$ cat config.mk
export PLATFORM = sky130hd
export DESIGN_NAME = clint_tmr_sched_flat
export DESIGN_NICKNAME = d
export VERILOG_FILES = /design/src/rtl/clint_sched_pkg.sv /design/src/rtl/clint_tmr_sched_if.sv /design/src/rtl/clint_sched_dffr.sv /design/src/rtl/clint_sched_slots.sv /design/src/rtl/clint_tmr_sched.sv /design/src/flat_wrapper.sv
export SDC_FILE = /design/constraint.sdc
export NUM_CORES = 1
export LEC_CHECK = 0
export CORE_ASPECT_RATIO = 1.75
export CORE_MARGIN = 4
export CORE_UTILIZATION = 59
export DETAILED_ROUTE_END_ITERATION = 10
export GPL_TIMING_DRIVEN = 0
export PLACE_DENSITY = 0.79
export SYNTH_ARGS = -nofsm -noshare
export SYNTH_HDL_FRONTEND = slang
export SYNTH_HIERARCHICAL = 1
export SYNTH_SLANG_ARGS = --single-unit
$ cat constraint.sdc
create_clock -name clk_i -period 4.9 [get_ports clk_i]
set_clock_uncertainty 0.15 [all_clocks]
set_input_delay 0.49 -clock clk_i [delete_from_list [all_inputs] [get_ports clk_i]]
set_output_delay 0.49 -clock clk_i [all_outputs]
set_load 0.005 [all_outputs]
$ cat src/rtl/clint_sched_pkg.sv
`default_nettype none
// +------------------------------------------------------------------+
// | clint_sched_pkg                                                  |
// | Shared types and constants for the CLINT virtual-timer scheduler |
// | Rev 1.0 - initial release                                        |
// +------------------------------------------------------------------+
package clint_sched_pkg;

  localparam int DEF_NUM_TMR    = 4;
  localparam int DEF_TIME_WIDTH = 64;

  // Request opcodes carried on req_op_i
  localparam logic OP_ARM    = 1'b0;
  localparam logic OP_CANCEL = 1'b1;

  typedef enum logic [1:0] {
    ST_IDLE = 2'd0,
    ST_SCAN = 2'd1,
    ST_PROG = 2'd2,
    ST_FIRE = 2'd3
  } state_e;

endpackage
`default_nettype wire

$ cat src/rtl/clint_tmr_sched_if.sv
`default_nettype none
// +------------------------------------------------------------------+
// | clint_tmr_sched_if                                               |
// | Request / CLINT-side signal bundle of the timer scheduler        |
// | Rev 1.0 - initial release                                        |
// +------------------------------------------------------------------+
interface clint_tmr_sched_if #(
  parameter int NUM_TMR    = clint_sched_pkg::DEF_NUM_TMR,
  parameter int TIME_WIDTH = clint_sched_pkg::DEF_TIME_WIDTH
);
  localparam int IDW = (NUM_TMR > 1) ? $clog2(NUM_TMR) : 1;

  logic [TIME_WIDTH-1:0] mtime_i;
  logic                  req_valid_i;
  logic                  req_ready_o;
  logic                  req_op_i;
  logic [IDW-1:0]        req_id_i;
  logic [TIME_WIDTH-1:0] req_deadline_i;
  logic [TIME_WIDTH-1:0] mtimecmp_o;
  logic                  mtimecmp_wr_o;
  logic [NUM_TMR-1:0]    expire_o;
  logic [NUM_TMR-1:0]    armed_o;
  logic                  busy_o;

  // The scheduler itself
  modport slave (
    input  mtime_i, req_valid_i, req_op_i, req_id_i, req_deadline_i,
    output req_ready_o, mtimecmp_o, mtimecmp_wr_o, expire_o, armed_o, busy_o
  );

  // Requester / CLINT side
  modport master (
    output mtime_i, req_valid_i, req_op_i, req_id_i, req_deadline_i,
    input  req_ready_o, mtimecmp_o, mtimecmp_wr_o, expire_o, armed_o, busy_o
  );
endinterface
`default_nettype wire

$ cat src/rtl/clint_sched_dffr.sv
`default_nettype none
// +------------------------------------------------------------------+
// | clint_sched_dffr                                                 |
// | Enabled register cell with asynchronous active-high reset        |
// | Rev 1.0 - initial release                                        |
// +------------------------------------------------------------------+
module clint_sched_dffr #(
  parameter int               WIDTH   = 1,
  parameter logic [WIDTH-1:0] RST_VAL = '0
) (
  input  wire logic             i_clk,
  input  wire logic             i_rst,
  input  wire logic             i_en,
  input  wire logic [WIDTH-1:0] i_d,
  output logic      [WIDTH-1:0] o_q
);
  // Load on enable, return to the reset value immediately on reset
  always_ff @(posedge i_clk or posedge i_rst) begin
    if (i_rst)     o_q <= RST_VAL;
    else if (i_en) o_q <= i_d;
  end
endmodule
`default_nettype wire

$ cat src/rtl/clint_sched_slots.sv
`default_nettype none
// +------------------------------------------------------------------+
// | clint_sched_slots                                                |
// | Per-slot armed flag and deadline storage, one write port and     |
// | one indexed read port used by the scan                           |
// | Rev 1.0 - initial release                                        |
// +------------------------------------------------------------------+
module clint_sched_slots #(
  parameter int NUM_TMR    = 4,
  parameter int TIME_WIDTH = 64,
  parameter int IDW        = 2
) (
  input  wire logic                  i_clk,
  input  wire logic                  i_rst,
  input  wire logic                  i_we,
  input  wire logic                  i_arm,
  input  wire logic [IDW-1:0]        i_wr_id,
  input  wire logic [TIME_WIDTH-1:0] i_wr_dl,
  input  wire logic [IDW-1:0]        i_rd_id,
  output logic                       o_rd_armed,
  output logic [TIME_WIDTH-1:0]      o_rd_dl,
  output logic [NUM_TMR-1:0]         o_armed
);
  logic [TIME_WIDTH-1:0] r_dl [NUM_TMR];

  // A cancel only drops the armed flag; the stale deadline is never consulted
  generate
    for (genvar g = 0; g < NUM_TMR; g++) begin : g_slot
      logic w_hit;
      assign w_hit = i_we && (i_wr_id == IDW'(g));

      clint_sched_dffr #(.WIDTH(1)) u_armed (
        .i_clk(i_clk), .i_rst(i_rst), .i_en(w_hit), .i_d(i_arm), .o_q(o_armed[g])
      );
      clint_sched_dffr #(.WIDTH(TIME_WIDTH)) u_dl (
        .i_clk(i_clk), .i_rst(i_rst), .i_en(w_hit && i_arm), .i_d(i_wr_dl), .o_q(r_dl[g])
      );
    end
  endgenerate

  assign o_rd_armed = o_armed[i_rd_id];
  assign o_rd_dl    = r_dl[i_rd_id];
endmodule
`default_nettype wire

$ cat src/rtl/clint_tmr_sched.sv
`default_nettype none
// +------------------------------------------------------------------+
// | clint_tmr_sched                                                  |
// | Multiplexes NUM_TMR virtual timers onto one CLINT mtimecmp by    |
// | scanning for the earliest armed deadline and firing due slots    |
// | Rev 1.0 - initial release                                        |
// +------------------------------------------------------------------+
module clint_tmr_sched
  import clint_sched_pkg::*;
#(
  parameter int NUM_TMR    = DEF_NUM_TMR,
  parameter int TIME_WIDTH = DEF_TIME_WIDTH
) (
  input  wire logic        clk_i,
  input  wire logic        rst_i,
  clint_tmr_sched_if.slave bus
);
  localparam int                    IDW        = (NUM_TMR > 1) ? $clog2(NUM_TMR) : 1;
  localparam logic [TIME_WIDTH-1:0] c_ALL_ONES = '1;

  state_e                r_state, w_state_nxt;
  logic [IDW-1:0]        r_idx, w_idx_d;
  logic                  w_idx_en;
  logic                  r_acc_vld, w_acc_vld_d, w_acc_en;
  logic [IDW-1:0]        r_acc_id, w_acc_id_d;
  logic [TIME_WIDTH-1:0] r_acc_dl, w_acc_dl_d;
  logic                  r_win_vld;
  logic [IDW-1:0]        r_win_id;
  logic [TIME_WIDTH-1:0] r_win_dl;
  logic [TIME_WIDTH-1:0] r_cmp, w_cmp_d;
  logic                  w_cmp_en;
  logic                  w_we, w_arm;
  logic [IDW-1:0]        w_wr_id;
  logic                  w_rd_armed;
  logic [TIME_WIDTH-1:0] w_rd_dl;
  logic [NUM_TMR-1:0]    w_armed;
  logic                  w_due, w_ready, w_accept, w_take, w_last, w_is_prog;

  // Deadlines are plain unsigned compares; mtime wrap is not handled
  assign w_due     = r_win_vld && (bus.mtime_i >= r_win_dl);
  assign w_ready   = (r_state == ST_IDLE) && !w_due;
  assign w_accept  = bus.req_valid_i && w_ready;
  // Strict less-than keeps the lower index on equal deadlines
  assign w_take    = w_rd_armed && (!r_acc_vld || (w_rd_dl < r_acc_dl));
  assign w_last    = (r_idx == IDW'(NUM_TMR - 1));
  assign w_is_prog = (r_state == ST_PROG);

  // FSM state register
  always_ff @(posedge clk_i or posedge rst_i) begin
    if (rst_i) r_state <= ST_IDLE;
    else       r_state <= w_state_nxt;
  end

  // Next state, slot writes, scan accumulator and compare-value updates
  always_comb begin
    w_state_nxt = r_state;
    w_idx_en    = 1'b0;
    w_idx_d     = '0;
    w_acc_en    = 1'b0;
    w_acc_vld_d = 1'b0;
    w_acc_id_d  = r_acc_id;
    w_acc_dl_d  = r_acc_dl;
    w_cmp_en    = 1'b0;
    w_cmp_d     = c_ALL_ONES;
    w_we        = 1'b0;
    w_arm       = 1'b0;
    w_wr_id     = bus.req_id_i;
    unique case (r_state)
      ST_IDLE: begin
        if (w_due) begin
          w_state_nxt = ST_FIRE;
          w_cmp_en    = 1'b1;
        end else if (w_accept) begin
          w_we        = 1'b1;
          w_arm       = (bus.req_op_i == OP_ARM);
          w_state_nxt = ST_SCAN;
          w_idx_en    = 1'b1;
          w_acc_en    = 1'b1;
        end
      end
      ST_SCAN: begin
        w_acc_en    = 1'b1;
        w_idx_en    = 1'b1;
        w_idx_d     = w_last ? '0 : r_idx + IDW'(1);
        w_acc_vld_d = r_acc_vld;
        if (w_take) begin
          w_acc_vld_d = 1'b1;
          w_acc_id_d  = r_idx;
          w_acc_dl_d  = w_rd_dl;
        end
        // Stage the compare value so PROG presents it from a register
        if (w_last) begin
          w_state_nxt = ST_PROG;
          w_cmp_en    = 1'b1;
          w_cmp_d     = w_acc_vld_d ? w_acc_dl_d : c_ALL_ONES;
        end
      end
      ST_PROG: w_state_nxt = ST_IDLE;
      ST_FIRE: begin
        w_we        = 1'b1;
        w_wr_id     = r_win_id;
        w_state_nxt = ST_SCAN;
        w_idx_en    = 1'b1;
        w_acc_en    = 1'b1;
      end
      default: w_state_nxt = ST_IDLE;
    endcase
  end

  clint_sched_dffr #(.WIDTH(IDW)) u_idx (
    .i_clk(clk_i), .i_rst(rst_i), .i_en(w_idx_en), .i_d(w_idx_d), .o_q(r_idx));
  clint_sched_dffr #(.WIDTH(1)) u_acc_vld (
    .i_clk(clk_i), .i_rst(rst_i), .i_en(w_acc_en), .i_d(w_acc_vld_d), .o_q(r_acc_vld));
  clint_sched_dffr #(.WIDTH(IDW)) u_acc_id (
    .i_clk(clk_i), .i_rst(rst_i), .i_en(w_acc_en), .i_d(w_acc_id_d), .o_q(r_acc_id));
  clint_sched_dffr #(.WIDTH(TIME_WIDTH)) u_acc_dl (
    .i_clk(clk_i), .i_rst(rst_i), .i_en(w_acc_en), .i_d(w_acc_dl_d), .o_q(r_acc_dl));

  // Winner is committed in PROG and retired in FIRE
  clint_sched_dffr #(.WIDTH(1)) u_win_vld (
    .i_clk(clk_i), .i_rst(rst_i), .i_en(w_is_prog || (r_state == ST_FIRE)),
    .i_d(w_is_prog && r_acc_vld), .o_q(r_win_vld));
  clint_sched_dffr #(.WIDTH(IDW)) u_win_id (
    .i_clk(clk_i), .i_rst(rst_i), .i_en(w_is_prog), .i_d(r_acc_id), .o_q(r_win_id));
  clint_sched_dffr #(.WIDTH(TIME_WIDTH)) u_win_dl (
    .i_clk(clk_i), .i_rst(rst_i), .i_en(w_is_prog), .i_d(r_acc_dl), .o_q(r_win_dl));

  clint_sched_dffr #(.WIDTH(TIME_WIDTH), .RST_VAL(c_ALL_ONES)) u_cmp (
    .i_clk(clk_i), .i_rst(rst_i), .i_en(w_cmp_en), .i_d(w_cmp_d), .o_q(r_cmp));

  clint_sched_slots #(.NUM_TMR(NUM_TMR), .TIME_WIDTH(TIME_WIDTH), .IDW(IDW)) u_slots (
    .i_clk     (clk_i),
    .i_rst     (rst_i),
    .i_we      (w_we),
    .i_arm     (w_arm),
    .i_wr_id   (w_wr_id),
    .i_wr_dl   (bus.req_deadline_i),
    .i_rd_id   (r_idx),
    .o_rd_armed(w_rd_armed),
    .o_rd_dl   (w_rd_dl),
    .o_armed   (w_armed)
  );

  assign bus.req_ready_o   = w_ready;
  assign bus.mtimecmp_o    = r_cmp;
  assign bus.mtimecmp_wr_o = w_is_prog;
  assign bus.expire_o      = (r_state == ST_FIRE) ? (NUM_TMR'(1) << r_win_id) : '0;
  assign bus.armed_o       = w_armed;
  assign bus.busy_o        = (r_state != ST_IDLE);
endmodule
`default_nettype wire

$ cat src/flat_wrapper.sv
// flat-port wrapper written by rule: the top's interface ports become plain ports
module clint_tmr_sched_flat import clint_sched_pkg::*;
#(
  parameter int NUM_TMR    = DEF_NUM_TMR,
  parameter int TIME_WIDTH = DEF_TIME_WIDTH
)
  (clk_i, rst_i, bus_mtime_i, bus_req_valid_i, bus_req_op_i, bus_req_id_i, bus_req_deadline_i, bus_req_ready_o, bus_mtimecmp_o, bus_mtimecmp_wr_o, bus_expire_o, bus_armed_o, bus_busy_o);
  clint_tmr_sched_if #(.NUM_TMR(NUM_TMR), .TIME_WIDTH(TIME_WIDTH)) bus_i ();
  input  wire logic clk_i;
  input  wire logic rst_i;
  input wire logic [$bits(bus_i.mtime_i)-1:0] bus_mtime_i;
  input wire logic [$bits(bus_i.req_valid_i)-1:0] bus_req_valid_i;
  input wire logic [$bits(bus_i.req_op_i)-1:0] bus_req_op_i;
  input wire logic [$bits(bus_i.req_id_i)-1:0] bus_req_id_i;
  input wire logic [$bits(bus_i.req_deadline_i)-1:0] bus_req_deadline_i;
  output wire logic [$bits(bus_i.req_ready_o)-1:0] bus_req_ready_o;
  output wire logic [$bits(bus_i.mtimecmp_o)-1:0] bus_mtimecmp_o;
  output wire logic [$bits(bus_i.mtimecmp_wr_o)-1:0] bus_mtimecmp_wr_o;
  output wire logic [$bits(bus_i.expire_o)-1:0] bus_expire_o;
  output wire logic [$bits(bus_i.armed_o)-1:0] bus_armed_o;
  output wire logic [$bits(bus_i.busy_o)-1:0] bus_busy_o;
  assign bus_i.mtime_i = bus_mtime_i;
  assign bus_i.req_valid_i = bus_req_valid_i;
  assign bus_i.req_op_i = bus_req_op_i;
  assign bus_i.req_id_i = bus_req_id_i;
  assign bus_i.req_deadline_i = bus_req_deadline_i;
  assign bus_req_ready_o = bus_i.req_ready_o;
  assign bus_mtimecmp_o = bus_i.mtimecmp_o;
  assign bus_mtimecmp_wr_o = bus_i.mtimecmp_wr_o;
  assign bus_expire_o = bus_i.expire_o;
  assign bus_armed_o = bus_i.armed_o;
  assign bus_busy_o = bus_i.busy_o;
  clint_tmr_sched #(.NUM_TMR(NUM_TMR), .TIME_WIDTH(TIME_WIDTH)) u_core (.clk_i(clk_i), .rst_i(rst_i), .bus(bus_i));
endmodule
=== After elaboration in Yosys (flattened, before gate mapping) ===
Index checks and enable logic that the tools add are counted.

* Word-level logic and storage cells: 88
* Input port bits: 134
* Output and inout port bits: 75
* Register bits: 462

* Bitwise operators: 2
* Add/subtract/negate cells: 1
* Equality and inequality tests: 9
* Mux-type cells: 30
* Reduce and logical (&&, ||, !) cells: 24
* $lt $le $gt $ge: 4
* Shift-type cells: 1

{| class="wikitable"
|+ Operator list
! kind !! count
|-
| $mux 64 || 6
|-
| $bmux 64 s2 || 1
|-
| $ge 64x64->1 || 1
|-
| $lt 64x64->1 || 1
|-
| $logic_and 1x1->1 || 13
|-
| $mux 2 || 6
|-
| $mux 1 || 11
|-
| $eq 2x2->1 const B || 5
|-
| $pmux 2 s4 || 1
|-
| $pmux 1 s2 || 3
|-
| $eq 2x1->1 const B || 2
|-
| $logic_not 2->1 || 2
|-
| $mux 4 || 1
|-
| $reduce_and 2->1 || 2
|-
| $shl 1x2->4 const A || 1
|-
| $ge 3x3->1 const B || 1
|-
| $lt 2x3->1 const B || 1
|-
| $ne 3x1->1 const B || 1
|-
| $not 2->3 || 1
|-
| $reduce_and 3->1 || 1
|-
| $add 2x1->2 const B || 1
|-
| $bmux 1 s2 || 1
|-
| $logic_not 1->1 || 2
|-
| $logic_or 1x1->1 || 2
|-
| 4 further kinds || 4
|}

=== Logic depth before layout (Yosys ltp) ===
* Word-level depth: 12
* Gate-level depth with buffers: 15

=== Modules after synthesis ===
Netlist, hierarchy kept.

{| class="wikitable"
|+ Modules (own cells, without submodules)
! module !! area an instance (sq um) !! cells each !! times used
|-
| clint_sched_dffr at u_core.u_acc_dl ... || 2682.6 || 136 || 6
|-
| clint_tmr_sched || 5571.6 || 797 || 1
|-
| clint_sched_dffr at u_core.u_cmp || 2762.6 || 136 || 1
|-
| clint_sched_slots || 1686.6 || 87 || 1
|-
| clint_sched_dffr at u_core.u_acc_vld ... || 43.8 || 3 || 6
|-
| clint_sched_dffr at u_core.u_acc_id ... || 76.3 || 5 || 3
|}

=== Worst setup path after synthesis ===
OpenSTA, ideal clock, no wires.

* Path kind: register to register
* Start point: register u_core.u_idx.o_q[0]
* End point: register u_core.u_acc_dl.o_q[25]
* Data required time: 4.625 ns
* Library setup time: 0.125 ns
* Arrival time: 3.734 ns
* Cell stages (with the launch flop): 16
* Setup slack: 0.892 ns
* Period minus slack after synthesis: 4.008 ns
* Cells stage by stage: dfrtp_1 -> buf_6 -> buf_12 -> mux4_2 -> ha_1 -> a21o_1 -> a21o_1 -> a221oi_1 -> o211ai_1 -> a211oi_1 -> a21oi_1 -> nor3_2 -> buf_4 -> buf_6 -> mux2_2 -> mux2_2

* Word-level cells in the longest chain between the ends: 8
* Elaborated cells between the ends (all ways): 10
* Classes of those cells: 1 x order compare; 6 x mux; 1 x bitwise; 2 x reduce/logical

{| class="wikitable"
|+ RTL lines
! item !! RTL line !! source
|-
| from (decl) || clint_sched_dffr.sv:15 || <nowiki>output logic [WIDTH-1:0] o_q</nowiki>
|-
| from (signal assigned) || clint_sched_dffr.sv:20 || <nowiki>else if (i_en) o_q <= i_d;</nowiki>
|-
| $not 2->3 (implied by the code) || clint_sched_slots.sv:42 || <nowiki>assign o_rd_dl = r_dl[i_rd_id];</nowiki>
|-
| $bmux 64 s2 || clint_sched_slots.sv:42 ||
|-
| $mux 64 (implied by the code) (2 in series) || clint_sched_slots.sv:42 ||
|-
| via u_core.w_rd_dl[41] || clint_tmr_sched.sv:35 || <nowiki>logic [TIME_WIDTH-1:0] w_rd_dl;</nowiki>
|-
| $lt 64x64->1 || clint_tmr_sched.sv:44 || <nowiki>assign w_take = w_rd_armed && (!r_acc_vld || (w_rd_dl < r_acc_dl));</nowiki>
|-
| $logic_or 1x1->1 || clint_tmr_sched.sv:44 ||
|-
| $logic_and 1x1->1 || clint_tmr_sched.sv:44 ||
|-
| $mux 64 || clint_tmr_sched.sv:86 || <nowiki>if (w_take) begin</nowiki>
|-
| to (signal assigned) || clint_sched_dffr.sv:20 ||
|-
| to (decl) || clint_sched_dffr.sv:15 ||
|}

The timed path passes the listed nets, and every way through them passes these cells. The select of a mux whose other input is x is not followed.
A chain may end at the register's enable or synchronous reset.

=== Worst setup path after layout ===
* Start point: register u_core.u_idx.o_q[0]
* End point: register u_core.u_cmp.o_q[21]

* Word-level cells in the longest chain between the ends: 12
* Elaborated cells between the ends (all ways): 18
* Classes of those cells: 1 x order compare; 1 x eq/ne; 13 x mux; 1 x bitwise; 2 x reduce/logical

{| class="wikitable"
|+ RTL lines
! item !! RTL line !! source
|-
| $not 2->3 (implied by the code) (*) || clint_sched_slots.sv:42 ||
|-
| $bmux 64 s2 (*) || clint_sched_slots.sv:42 ||
|-
| $mux 64 (implied by the code) (*) (2 in series) || clint_sched_slots.sv:42 ||
|-
| via u_core.w_rd_dl[41] || clint_tmr_sched.sv:35 ||
|-
| $lt 64x64->1 (*) || clint_tmr_sched.sv:44 ||
|-
| $logic_or 1x1->1 (*) || clint_tmr_sched.sv:44 ||
|-
| $logic_and 1x1->1 (*) || clint_tmr_sched.sv:44 ||
|-
| $mux 1 || clint_tmr_sched.sv:86 ||
|-
| $mux 1 || clint_tmr_sched.sv:68 || <nowiki>unique case (r_state)</nowiki>
|-
| $mux 64 (*) || clint_tmr_sched.sv:95 || <nowiki>w_cmp_d = w_acc_vld_d ? w_acc_dl_d : c_ALL_ONES;</nowiki>
|-
| $mux 64 (*) || clint_tmr_sched.sv:92 || <nowiki>if (w_last) begin</nowiki>
|-
| $mux 64 (*) || clint_tmr_sched.sv:68 ||
|-
| via u_core.w_cmp_d[21] || clint_tmr_sched.sv:30 || <nowiki>logic [TIME_WIDTH-1:0] r_cmp, w_cmp_d;</nowiki>
|-
| to (signal assigned) || clint_sched_dffr.sv:20 ||
|-
| to (decl) || clint_sched_dffr.sv:15 ||
|}

The timed path passes the listed nets; every way through them passes the cells marked *. The select of a mux whose other input is x is not followed.

==> results.md <==
- The total of endpoints with negative setup slack in the final report is 0.
- The endpoint of the most critical register-to-register path is u_core/u_cmp/o_q[21]$_DFFE_PP1P_.
- The number of DRC markers in iteration 0 is 1,368.
- After clock tree synthesis, the clock-pin slew on the worst setup and hold paths is 0.07 ns.
- The die covers 0.04869 sq mm.
- The number of placed instances with taps included is 2,654.
- Max-cap violations in this run came to 0.
- The region available for standard cell placement spans 0.04441 sq mm.
- Of the total power, the share spent switching nets is 0.3625.
- The via count normalized by instance count is 6.149.
- During synthesis, Yosys emitted a total of 6 warnings.
- The kind of cell with the highest combined delay on the critical path is compound AO/OA/AOI/OAI gates.
- The post-route clock period utilization is 0.9715.
- The number of sinks handled by clock tree synthesis is 462.
- The library cell used most frequently in the layout, excluding fill and tap cells, is sky130_fd_sc_hd__mux2_4.
- No sink is reached through more buffers than the 3 on the longest clock path.
- The horizontal extent of the die is 168.5 um.
- The post-synthesis average cell area is 14.24 sq um.
- The proportion of register bits with asynchronous set or reset after synthesis is 1.000.
- For this run, the register share of the synthesized area comes to 0.4375.
- The row count is 102.
- The number of detailed-routing iterations run before antenna repair is 5.
- At the worst endpoint, the required time is 5.25 ns.
- The starting density of the core is 0.5991.
- The worst reg2reg path startpoint is u_core/u_idx/o_q[0]$_DFFE_PP0P_.
- The initial antenna violation count was 9.
- In this run the power spent charging and discharging nets is 6605 uW.
- The number of routed nets with antenna violations is 0.
- Along the worst path, the maximum fanout reaches 10.
- The wire length of the first global-routing pass is 108.5 mm.
- The vertical die dimension is 288.9 um.
- The data arrival time of the critical path is 5.11 ns.
- In this run, synthesis inferred 0 flip-flops with an integrated enable.
- From synthesis to final layout, the design area changed by 17.09%.
- Of the total power, the clock network draws 0.199.
- The worst setup path is captured at a flop.
- Internal power comes to 11,610 uW.
- The run finished with clean final reports.
- The final count of hold timing violations is 0.
- On the final layout, the worst hold slack is 0.3586 ns.
- The type of the worst setup path is reg2reg.
- Fill cells in the final layout number 2,998.
- Summed over all cells, the static leakage comes to 0.01382 uW.
- For the pin with the worst max-slew slack, the measured transition is 1.124 ns.
- The slowest stage cell on the critical path is sky130_fd_sc_hd__a21o_1.
- The most frequent cell on the critical path is sky130_fd_sc_hd__a21o_1.
- The total power divided by cell area is 584.8 mW/mm^2.
- The overflow left after global routing is 0.
- The number of nets handed over by synthesis was 2,136.
- The kind of start point of the critical path is a flop.
- The flop and latch count out of synthesis is 462.
- Setup repair after global routing left no endpoint under its margin.
- The cell depth of the worst min-delay path is 1.
- The worst hold path begins at u_core/u_slots/g_slot[3].u_dl/o_q[28]$_DFFE_PP0P_.
- Synthesis handed over a netlist of 1,869 instances.
- The finished layout holds 2,738 standard cells, fillers aside.
- The CTS buffer count is 43.
- In this run the number of H-tree levels came out at 2.
- Measured in cells, the most critical reg-to-reg path has a length of 14.
- The max-slew headroom at the worst pin is 0.2482.
- The critical path's largest stage delay is 0.65 ns.
- The pin count of the biggest net entering global routing is 65.
- In the final layout, the share of cells above drive strength 1 is 0.3847.
- Dividing the detail-routed wire length by the instance count gives 25.83 um.
- The global-route usage over all layers is 0.2879.
- Of the total power, combinational logic draws 0.469.
- Summing every instance area after synthesis gives 0.02661 sq mm.
- After legalization and detailed placement, the total HPWL measured 50.26 mm.
- The routability congestion estimate is 0.8814.
- The number of vias in the routed layout is 16,840.
- During I/O placement, the number of pins put on the boundary was 209.
- Together, buffers and inverters on the worst path number 3.
- The later pin in the worst-skew pair is clocked with a latency of 0.56 ns.
- The time the worst path needs with I/O delays and setup is 4.760 ns.
- Input and output buffers added on the ports amount to 208.
- Prior to clock tree synthesis, the placed netlist has a worst setup slack of -0.3874 ns.
- The most used flip-flop cell after synthesis is sky130_fd_sc_hd__dfrtp_1.
- The total wirelength of the detailed-routed design is 70.72 mm.
- The library cells used most frequently in the layout, excluding fill and tap cells, are sky130_fd_sc_hd__mux2_4 (426), sky130_fd_sc_hd__dfrtp_1 (397), sky130_fd_sc_hd__clkdlybuf4s50_1 (208).
- The number of different library cells in the post-synthesis netlist is 56.
- The worst path setup slack after routing is 0.1397 ns.
- For this run, the post-layout net count is 2,393.
- Traced cell by cell, the critical path runs through buf_8, buf_12, mux4_2, ha_1, a21o_1, a21o_1, a221oi_1, o211ai_1, a211oi_2, a21o_1, clkbuf_1, nand3_1, nand4_1, mux2_4.
- Across the VDD grid, the largest voltage drop is 0.0003053 V.
- The register share of total power is 0.332.
- TritonCTS built the clock tree.
- The DRC violations left is 0.
- The fmax is 210.1 MHz.
- The worst hold path terminates at u_core/u_slots/g_slot[3].u_dl/o_q[28]$_DFFE_PP0P_.
- The total count of max-transition violations in the final report came to 0.
- The number of buffers inserted by post-CTS setup repair is 0.
- The worst register-to-register path has a setup slack of 0.14 ns.
- The via count of the first global-routing pass came to 18,350.
- Overall power consumption after layout is estimated at 18,220 uW.
- In this run the worst hold path is classified as reg2reg.
- The buffer cell driving the clock tree root is sky130_fd_sc_hd__clkbuf_16.
registers in the layout, indices dropped and copies added (netlist names), 2 cells and up:
signal and cells:
u_core/u_slots/g_slot.u_dl/o_q 256, u_core/u_acc_dl/o_q 64, u_core/u_cmp/o_q 64, u_core/u_win_dl/o_q 64, u_core/u_slots/g_slot.u_armed/o_q 4, u_core/r_state 2, u_core/u_acc_id/o_q 2, u_core/u_idx/o_q 2
u_core/u_win_id/o_q 2
stage by stage:
step	TNS, ns	utilization	area [sq um]
after floorplan	0	-	26610
after global placement	-59.12	0.6621	29410
after detailed placement	-59.93	0.6656	29560
after CTS	0	0.7005	31110
after global routing	0	0.7015	31150
final	0	0.7015	31160
per-layer routing:
metal	share of wire	vias to the layer above	routed length, um	global-route usage
li1	-	7327	-	-
met1	0.38	8814	26960	0.3431
met2	0.53	545	37580	0.5283
met3	0.044	143	3119	0.03618
met4	0.043	6	3025	0.1129
met5	0.00057	-	40	0
power by group through the flow:
| stage | logic [uW] | registers (uW) | clock network [uW] |
|---|---|---|---|
| 2_1_floorplan | 6300 | 5700 | 0 |
| 3_3_place_gp | 7920 | 5950 | 0 |
| 3_5_place_dp | 8240 | 6050 | 0 |
| 4_1_cts | 8390 | 6020 | 3680 |
| 5_1_grt | 9120 | 6190 | 3840 |
| 6_report | 8540 | 6060 | 3620 |
how the worst max path moves through the flow:
stage                               startpoint                                  end  slack (ns)  cells past startpoint
2_1_floorplan  u_core/u_idx/o_q[0]$_DFFE_PP0P_  u_core/u_acc_dl/o_q[25]$_DFFE_PP0P_        0.89                     15
3_3_place_gp   u_core/u_idx/o_q[1]$_DFFE_PP0P_     u_core/u_cmp/o_q[24]$_DFFE_PP1P_       -0.39                     15
3_5_place_dp   u_core/u_idx/o_q[1]$_DFFE_PP0P_     u_core/u_cmp/o_q[33]$_DFFE_PP1P_       -0.39                     15
4_1_cts        u_core/u_idx/o_q[0]$_DFFE_PP0P_  u_core/u_acc_dl/o_q[50]$_DFFE_PP0P_        0.09                     15
5_1_grt        u_core/u_idx/o_q[0]$_DFFE_PP0P_     u_core/u_cmp/o_q[59]$_DFFE_PP1P_       0.003                     14
6_report       u_core/u_idx/o_q[0]$_DFFE_PP0P_     u_core/u_cmp/o_q[21]$_DFFE_PP1P_        0.14                     14
worst reg2reg max path, stage by stage, from the launching register on:
cell and delay (ns):
sky130_fd_sc_hd__dfrtp_2 0.44, sky130_fd_sc_hd__buf_8 0.25, sky130_fd_sc_hd__buf_12 0.20, sky130_fd_sc_hd__mux4_2 0.57
sky130_fd_sc_hd__ha_1 0.32, sky130_fd_sc_hd__a21o_1 0.18, sky130_fd_sc_hd__a21o_1 0.18, sky130_fd_sc_hd__a221oi_1 0.25
sky130_fd_sc_hd__o211ai_1 0.21, sky130_fd_sc_hd__a211oi_2 0.38, sky130_fd_sc_hd__a21o_1 0.65, sky130_fd_sc_hd__clkbuf_1 0.41
sky130_fd_sc_hd__nand3_1 0.14, sky130_fd_sc_hd__nand4_1 0.19, sky130_fd_sc_hd__mux2_4 0.18
cell type report:
class,instances,area (sq um),share of cell area
antenna,6,15.01,0.0004819
buffer,110,1309,0.04201
clock buffer,64,1308,0.04197
clock inverter,15,214.0,0.006867
inverter,155,599.3,0.01924
multi-input combinational,1141,13130,0.4215
sequential,462,11640,0.3737
tap,572,715.7,0.02297
timing repair buffer,213,2220,0.07124
cells in the mapped netlist, drive strengths merged, types with 7 or more instances:
library cell | instances | share of area
a211oi | 7 | 0.0020
a21o | 20 | 0.0056
a21oi | 39 | 0.0073
and4 | 7 | 0.0023
buf | 69 | 0.043
clkbuf | 42 | 0.0059
dfrtp | 398 | 0.37
dfstp | 64 | 0.063
ha | 133 | 0.063
inv | 155 | 0.022
mux2 | 528 | 0.28
mux4 | 65 | 0.055
nand2 | 29 | 0.0042
nand3 | 71 | 0.013
nand4 | 81 | 0.019
nor2 | 13 | 0.0018
nor3 | 8 | 0.0017
o21ai | 83 | 0.016
logic make-up (layout without fill, tap and decap cells):
logic type,after synthesis,count (layout),share of synthesized area
multiplexers,595,595,0.3393
flip-flops,462,462,0.4375
buffers and inverters,266,557,0.07030
AND/OR/NAND/NOR,239,239,0.05116
AO/OA/AOI/OAI,174,174,0.03917
adder cells (fa/ha/maj),133,133,0.06254
other,0,6,0
timing repair:
| item | CTS | global route |
|---|---|---|
| hold endpoints to repair | 0 | 0 |
| gates resized for setup | 8 | 14 |
| hold buffers | 0 | 0 |
| setup endpoints to repair | 104 | 155 |
| pin swaps | 0 | 1 |
Note: power is estimated with default switching activity, not from simulation.
